**config.mk**
```make
export PLATFORM = sky130hd
export DESIGN_NAME = adc_power_seq
export DESIGN_NICKNAME = d
export VERILOG_FILES = /design/src/rtl/adc_pwr_pkg.sv /design/src/rtl/pwr_dwell_cnt.sv /design/src/rtl/adc_power_seq.sv
export SDC_FILE = /design/constraint.sdc
export NUM_CORES = 1
export LEC_CHECK = 0
export CELL_PAD_IN_SITES_DETAIL_PLACEMENT = 0
export CELL_PAD_IN_SITES_GLOBAL_PLACEMENT = 1
export CORE_UTILIZATION = 46
export CTS_BUF_LIST = sky130_fd_sc_hd__clkbuf_8
export CTS_CLUSTER_DIAMETER = 60
export DETAILED_ROUTE_END_ITERATION = 10
export GPL_ROUTABILITY_DRIVEN = 0
export PLACE_DENSITY_LB_ADDON = 0.1
export SYNTH_ARGS = -nofsm -noshare
export SYNTH_HDL_FRONTEND = slang
export SYNTH_SLANG_ARGS = --single-unit
export TNS_END_PERCENT = 5
```
**constraint.sdc**
```tcl
create_clock -name i_clk -period 4.68 [get_ports i_clk]
set_input_delay 0.702 -clock i_clk [delete_from_list [all_inputs] [get_ports i_clk]]
set_output_delay 0.702 -clock i_clk [all_outputs]
set_load 0.03 [all_outputs]
```
**src/rtl/adc_pwr_pkg.sv**
```systemverilog
// Shared state encoding and rail-level helpers for the ADC power sequencer.
package adc_pwr_pkg;

    typedef enum logic [3:0] {
        ACTIVE  = 4'd0,
        LVL_SW  = 4'd1,
        DRAIN   = 4'd2,
        ISOLATE = 4'd3,
        SAVE    = 4'd4,
        PWR_DN  = 4'd5,
        OFF     = 4'd6,
        PWR_UP  = 4'd7,
        RESTORE = 4'd8
    } pwr_state_e;

    localparam logic [1:0] LVL_LOW  = 2'd0;
    localparam logic [1:0] LVL_MOD  = 2'd1;
    localparam logic [1:0] LVL_HIGH = 2'd2;

    // {high, moderate, low}; code 3 aliases the low rail
    function automatic logic [2:0] rail_onehot(input logic [1:0] lvl);
        case (lvl)
            LVL_MOD:  return 3'b010;
            LVL_HIGH: return 3'b100;
            default:  return 3'b001;
        endcase
    endfunction

endpackage

```
**src/rtl/pwr_dwell_cnt.sv**
```systemverilog
// Loadable saturating down-counter timing each dwell state of the sequencer.
module pwr_dwell_cnt #(
    parameter int CW = 8
) (
    input  logic          i_clk,
    input  logic          i_clr,
    input  logic          i_load,
    input  logic [CW-1:0] i_load_val,
    output logic          o_zero
);

    logic [CW-1:0] r_cnt;

    always_ff @(posedge i_clk) begin
        if (!i_clr)
            r_cnt <= '0;
        else if (i_load)
            r_cnt <= i_load_val;
        else if (r_cnt != '0)
            r_cnt <= r_cnt - 1'b1;
    end

    assign o_zero = (r_cnt == '0);

endmodule

```
**src/rtl/adc_power_seq.sv**
```systemverilog
// Always-on sequencer driving ADC rail, isolation and retention controls
// through drain/isolate/save/power-down and power-up/restore sequences.
module adc_power_seq
    import adc_pwr_pkg::*;
#(
    parameter int SAVE_CYC    = 4,
    parameter int RAMP_CYC    = 8,
    parameter int RESTORE_CYC = 2,
    parameter int DRAIN_MAX   = 64,
    parameter int CW          = 8
) (
    input  logic       i_clk,
    input  logic       i_clr,
    input  logic       i_shutdown_req,
    input  logic       i_wakeup_req,
    input  logic [1:0] i_level_sel,
    input  logic       i_adc_busy,
    output logic       o_ADC_PWR_low,
    output logic       o_ADC_PWR_moderate,
    output logic       o_ADC_PWR_high,
    output logic       o_OUT_PWR,
    output logic       o_OUT_RET,
    output logic       o_OUT_RET_PWR,
    output logic       o_iso_en,
    output logic [2:0] o_pwr_state,
    output logic       o_seq_done,
    output logic       o_drain_timeout
);

    pwr_state_e    r_state, w_nxt;
    logic [1:0]    r_lvl, w_lvl_nxt;
    logic [2:0]    r_rails;
    logic          r_out_pwr, r_out_ret, r_ret_pwr, r_iso, r_done, r_tout;
    logic          w_load, w_zero, w_tout_hit;
    logic [CW-1:0] w_load_val;

    // Counter preload so the state lasts exactly N cycles (exit when zero)
    function automatic logic [CW-1:0] dwell_len(input pwr_state_e s);
        case (s)
            LVL_SW, PWR_UP: return CW'(RAMP_CYC - 1);
            DRAIN:          return CW'(DRAIN_MAX - 1);
            SAVE:           return CW'(SAVE_CYC - 1);
            RESTORE:        return CW'(RESTORE_CYC - 1);
            default:        return '0;
        endcase
    endfunction

    pwr_dwell_cnt #(.CW(CW)) u_dwell (
        .i_clk      (i_clk),
        .i_clr      (i_clr),
        .i_load     (w_load),
        .i_load_val (w_load_val),
        .o_zero     (w_zero)
    );

    always_comb begin
        w_nxt      = r_state;
        w_lvl_nxt  = r_lvl;
        w_tout_hit = 1'b0;
        case (r_state)
            ACTIVE: begin
                if (i_shutdown_req)
                    w_nxt = DRAIN;
                else if (rail_onehot(i_level_sel) != rail_onehot(r_lvl)) begin
                    w_nxt     = LVL_SW;
                    w_lvl_nxt = i_level_sel;
                end
            end
            LVL_SW:  if (w_zero) w_nxt = ACTIVE;
            DRAIN: begin
                if (!i_adc_busy)
                    w_nxt = ISOLATE;
                else if (w_zero) begin
                    w_nxt      = ISOLATE;
                    w_tout_hit = 1'b1;
                end
            end
            ISOLATE: w_nxt = SAVE;
            SAVE:    if (w_zero) w_nxt = PWR_DN;
            PWR_DN:  w_nxt = OFF;
            OFF: begin
                if (i_wakeup_req) begin
                    w_nxt     = PWR_UP;
                    w_lvl_nxt = i_level_sel;
                end
            end
            PWR_UP:  if (w_zero) w_nxt = RESTORE;
            RESTORE: if (w_zero) w_nxt = ACTIVE;
            default: w_nxt = ACTIVE;
        endcase
        w_load     = (w_nxt != r_state);
        w_load_val = dwell_len(w_nxt);
    end

    always_ff @(posedge i_clk) begin
        if (!i_clr) begin
            r_state   <= ACTIVE;
            r_lvl     <= LVL_LOW;
            r_rails   <= 3'b001;
            r_out_pwr <= 1'b1;
            r_out_ret <= 1'b0;
            r_ret_pwr <= 1'b1;
            r_iso     <= 1'b0;
            r_done    <= 1'b0;
            r_tout    <= 1'b0;
        end else begin
            r_state   <= w_nxt;
            r_lvl     <= w_lvl_nxt;
            r_rails   <= (w_nxt inside {PWR_DN, OFF}) ? 3'b000 : rail_onehot(w_lvl_nxt);
            r_out_pwr <= !(w_nxt inside {PWR_DN, OFF});
            r_out_ret <= (w_nxt inside {SAVE, PWR_DN, OFF, PWR_UP});
            r_ret_pwr <= 1'b1;
            r_iso     <= !(w_nxt inside {ACTIVE, DRAIN});
            r_done    <= (w_nxt != r_state) && (w_nxt inside {ACTIVE, OFF});
            r_tout    <= r_tout | w_tout_hit;
        end
    end

    assign o_ADC_PWR_low      = r_rails[0];
    assign o_ADC_PWR_moderate = r_rails[1];
    assign o_ADC_PWR_high     = r_rails[2];
    assign o_OUT_PWR          = r_out_pwr;
    assign o_OUT_RET          = r_out_ret;
    assign o_OUT_RET_PWR      = r_ret_pwr;
    assign o_iso_en           = r_iso;
    // RESTORE has no 3-bit code of its own; it reports as the tail of PWR_UP
    assign o_pwr_state        = (r_state == RESTORE) ? 3'(PWR_UP) : r_state[2:0];
    assign o_seq_done         = r_done;
    assign o_drain_timeout    = r_tout;

endmodule

```
Word-level counts from Yosys, hierarchy flattened:

Index checks and enable logic that the tools add are counted.

* add/sub/neg operators: 1
* multipliers: 0
* div/mod/pow operators: 0
* magnitude comparators: 0
* equal/unequal tests: 23
* shift operators: 0
* muxes and demuxes: 28
* bitwise operators: 2
* reduce and logical (&&, ||, !) cells: 15

Operators with widths (count)
* == test 4 x 3 -> 1 bit (second input constant): 8
* 2-to-1 mux 4 bit: 8
* case mux 4 bit (8 select lines): 1
* case mux 6 bit (4 select lines): 1
* case mux 3 bit (2 select lines): 3
* 2-to-1 mux 8 bit: 2
* 2-to-1 mux 3 bit: 5
* == test 4 x 2 -> 1 bit (second input constant): 3
* == test 4 x 1 -> 1 bit (second input constant): 2
* == test 4 bit (second input constant): 2
* logical NOT 4 bit: 2
* logical NOT 8 bit: 1
* nonzero test 2 bit: 4
* nonzero test 8 bit: 1
* subtractor 8 x 1 -> 8 bit (second input constant): 1
* == test 2 x 1 -> 1 bit (second input constant): 3
* == test 2 bit (second input constant): 3
* 2-to-1 mux 2 bit: 3
* OR reduction 2 bit: 3
* 2-to-1 mux 1 bit: 4
* != test 4 bit: 1
* case mux 2 bit (2 select lines): 1
* nonzero test 4 bit: 1
* != test 3 bit: 1
* 4 further kinds: 5

* register bits after elaboration: 22
* latch bits: 0
* bits in writable memories: 0
* memory bits (read-only): 0
* input port bits: 7
* output and inout bits: 12
* logic and storage cells: 79
* memories kept: 0

Depth between registers and ports, before layout:

* depth in word-level cells: 12
* mapped depth: 11
* gate-level depth less buffers: 11

By module:

A second synthesis with hierarchy kept.

* cell total of the unflattened synthesis: 182
* area total of the unflattened synthesis: 1506.4 um2

By module, submodules not included
* adc_power_seq: times used 1, cells an instance 131, area an instance 1048.5 um2, seq. area each 280.3 um2
* pwr_dwell_cnt: times used 1, cells an instance 51, area an instance 457.9 um2, seq. area each 160.2 um2

Worst setup path before layout:

OpenSTA, ideal clock, no wires.

* path type: input port to flip-flop
* start: in i_level_sel[0]
* end: reg r_rails[0]
* library setup time: 0.119 ns
* arrival: 2.504 ns
* required time: 4.561 ns
* path slack: 2.056 ns
* stages: 11
* buffers on the path: 0
* cells stage by stage: inv_1 > ha_1 > xnor2_1 > a31oi_1 > a21oi_1 > nor3_1 > mux2i_1 > inv_1 > ha_1 > o31ai_1 > nand2_1

* cells in the longest elaborated chain, start to end: 11
* elaborated cells between the ends (all ways): 20
* classes of those cells: eq/ne (7); mux (12); reduce/logical (1)

RTL lines
* from (decl): RTL line adc_power_seq.sv:16 `input logic [1:0] i_level_sel,`
* == test 2 bit or == test 2 x 1 -> 1 bit (tied branches): RTL line adc_pwr_pkg.sv:22 `case (lvl)`
* case mux 3 bit (2 select lines) (*): RTL line adc_pwr_pkg.sv:22
* 2-to-1 mux 3 bit (*): RTL line adc_power_seq.sv:62 `if (i_shutdown_req)`
* 2-to-1 mux 3 bit (*): RTL line adc_power_seq.sv:60 `case (r_state)`
* != test 3 bit (*): RTL line adc_power_seq.sv:64 `else if (rail_onehot(i_level_sel) != rail_onehot(r_lvl)) begin`
* 2-to-1 mux 2 bit (*): RTL line adc_power_seq.sv:64
* 2-to-1 mux 2 bit (*): RTL line adc_power_seq.sv:62
* case mux 2 bit (2 select lines) (*): RTL line adc_power_seq.sv:60
* via w_lvl_nxt[1]: RTL line adc_power_seq.sv:31 `logic [1:0] r_lvl, w_lvl_nxt;`
* == test 2 bit or == test 2 x 1 -> 1 bit (tied branches): RTL line adc_pwr_pkg.sv:22
* case mux 3 bit (2 select lines) (*): RTL line adc_pwr_pkg.sv:22
* 2-to-1 mux 1 bit (*): RTL line adc_power_seq.sv:109 `r_rails <= (w_nxt inside {PWR_DN, OFF}) ? 3'b000 : rail_onehot(w_lvl_nxt);`
* to (signal assigned): RTL line adc_power_seq.sv:109
* to (decl): RTL line adc_power_seq.sv:32 `logic [2:0] r_rails;`

The timed path passes the listed nets; every way through them passes the cells marked *. The select of a mux whose other input is x is not followed.
A chain may end at the register's enable or synchronous reset.

Worst setup path after layout:

Ends and elaborated chain as after synthesis.

==> reports/summary.txt <==
Run status - complete, but fails checks
Failing checks - design-rule violations
Dpl cells - 203
Tot Pwr - 1.20 mW
Height of the chip - 57.1 um
Worst Tran Pin Value - 654 ps
First-pass GRT wire length - 4970 um
Cell area after layout - 0.00161 sq mm
Syn-to-layout area delta - 15.2%
Flops & latches, synth - 22
Final hold vios - 0
Num Clock Sinks - 22
P_leak - 0.678 nW
Clock slew at reported path FFs - 80 ps
Post_cts resized - 0
Share of cells above drive strength 1 - 0.0739
Final worst-path cycle share - 0.654
Setup_tns - 0 ps
TritonCTS Buffers - 3
Slew margin rel. - 0.563
Maxcap violations - 0
Combinational family with the most area after synthesis - simple AND/OR/NAND/NOR gates
Area leader, netlist - dfxtp_1
Clock Tree Buf Depth - 2
Hpwl dp - 2180 um
Synth area leaders - dfxtp_1 (32%), ha_1 (7.2%), nor2_1 (5.9%), xnor2_1 (3.8%), a21o_1 (3.2%)
Maximum clock rate - 327 MHz
Post-route ant nets - 0
Crit Path Max Fanout - 3
FP Rows - 19
DR pass1 iterations - 7
CTS tree - done
Post-synth EDFFs - 0
Synth Area in XOR/XNOR - 0.0628
Initial antenna violation count - 0
Inserted Diodes - 0
Final Util - 0.573
Synth Area in Compound Gates - 0.215
Vias - 1171
Syn Area/Cell - 8.56 sq um
PortBufs - 17
H-tree depth - 1
Core Area - 0.00281 sq mm
Setup Fix Bufs, Post-CTS - 0
Max-slew violation count - 0
Worst endpoint data arrival time - 3200 ps
DRT iter0 DRCs - 28
Initial Utilization - 0.497
FFs w/ async S/R, synth - 0
Placed cell area - 0.00155 sq mm
Share of the yosys chip area belonging to registers - 0.316
CTS Hold Bufs - 0
Post-synthesis adder-cell area fraction - 0.0717
Prevailing post-synth register cell - dfxtp_1
Share of the synthesized area in the top cell type - 0.316
Vias in the first global route - 1121
Mapped cell area - 0.00140 sq mm
Pwr Density - 747 mW/mm^2
Final non-filler cell total - 207
# setup viols final - 0
CTS root buf - clkbuf_8
Total grt overflow - 0
Die X-Extent - 57.1 um
Max Clock Skew - 1.14 ps
Net Count, Synth - 178
Worst Path Required - 4820 ps
Worst VDD drop - 0.000355 V
Synthesized instance count - 163
Top cells by count, synth - dfxtp_1 (22), nor2_1 (22), inv_1 (9)
Clk_lat worst skew - 260 ps
Io pins - 19
Vias per Instance - 5.66
Cell variety after synth - 48
Mux cell area share after synthesis - 0.0287
Crit start category - primary input
Tot GR Track Use - 0.192
RSZ-0062 raised after global routing - no
Crit Path Class - primary input to flip-flop
Residual DRC - 2
Simple-gate share of the synthesized area - 0.241
Drt wl/cell - 13.9 um
Setup crit end kind - flip-flop
Die Area - 0.00326 sq mm
Fin crit period - 3060 ps
Layout Nets - 192
DRT Wirelength - 2880 um
HP Class - flip-flop to flip-flop
Yosys warns - 0
Largest net degree at the start of global routing - 17
-- sequential cells by signal, summed over array words and instances, names as in the netlist --
signal / count
r_lvl: 2
o_seq_done: 1
o_OUT_PWR: 1
r_rails: 3
o_iso_en: 1
r_state: 4
o_drain_timeout: 1
o_OUT_RET: 1
u_dwell.r_cnt: 8
-- layout by cell type (no fill, tap or decap), drive strengths merged --
cell type	n
nor2	23
dfxtp	22
clkdlybuf4s50	17
inv	9
ha	8
nand2	8
a21oi	7
xnor2	6
a31oi	6
a21o	6
o21ai	6
nor3	5
xor2	4
mux2i	4
nand3	4
clkbuf	4
and2	3
nand2b	3
o21a	3
nor4	3
nor3b	2
nor2b	2
or2	2
a311oi	2
and3	2
o311a	2
a211o	1
a22oi	1
o211ai	1
o2bb2ai	1
nand3b	1
o31ai	1
or4	1
a221o	1
a2111oi	1
a2bb2oi	1
and4	1
or3	1
conb	1
-- metrics by stage --
stage / setup WS (ps) / hold slack (ps)
floorplan: 2060 / 471
global placement: 1410 / 451
detailed placement: 1330 / 463
CTS: 1600 / 481
global route: 1330 / 524
finish: 1620 / 472
-- power by group --
| group | switching [mW] | internal (mW) |
|---|---|---|
| clock | 0.0587 | 0.0749 |
| sequential | 0.0783 | 0.248 |
| combinational | 0.418 | 0.321 |
-- area by class of cell --
cell class / count / area [sq um]
Fill cell: 280 / 1200
Multi-Input combinational cell: 124 / 868
Sequential cell: 22 / 440
Timing Repair Buffer: 17 / 170
Clock buffer: 4 / 55.1
Tap cell: 31 / 38.8
Inverter: 9 / 33.8
-- layer usage --
| metal | vias up | GRT usage | wire, um |
|---|---|---|---|
| met4 | 0 | 0.0453 | 30 |
| met2 | 18 | 0.348 | 1460 |
| met5 | - | 0 | 0 |
| li1 | 599 | - | - |
| met1 | 550 | 0.228 | 1310 |
| met3 | 4 | 0.0454 | 78 |
-- cells by family (layout without fill, tap and decap cells) --
kind of cell             Yosys count  after routing
multiplexers                       4              4
XOR/XNOR                          10             10
flip-flops                        22             22
adder cells (fa/ha/maj)            8              8
buffers and inverters             17             30
AND/OR/NAND/NOR                   61             61
other                              1              1
AO/OA/AOI/OAI                     40             40
-- path summary, 6_finish.rpt --
check                           cells after the start             from         endpoint  slack (ps)
worst max-delay path                               12   i_level_sel[0]       r_rails[0]        1620
worst max register to register                     11         r_lvl[0]       r_rails[0]        2200
worst min register to register                      2  o_drain_timeout  o_drain_timeout         470
worst min-delay path                                2  o_drain_timeout  o_drain_timeout         470
-- critical path, cell delays in order --
cell	delay, ps
clkdlybuf4s50_1	500
inv_1	50
ha_1	300
xnor2_1	140
a31oi_1	270
a21oi_1	120
nor3_1	290
mux2i_1	340
inv_1	80
ha_1	270
o31ai_1	60
nand2_1	80
(Power assumes the default switching activity.)
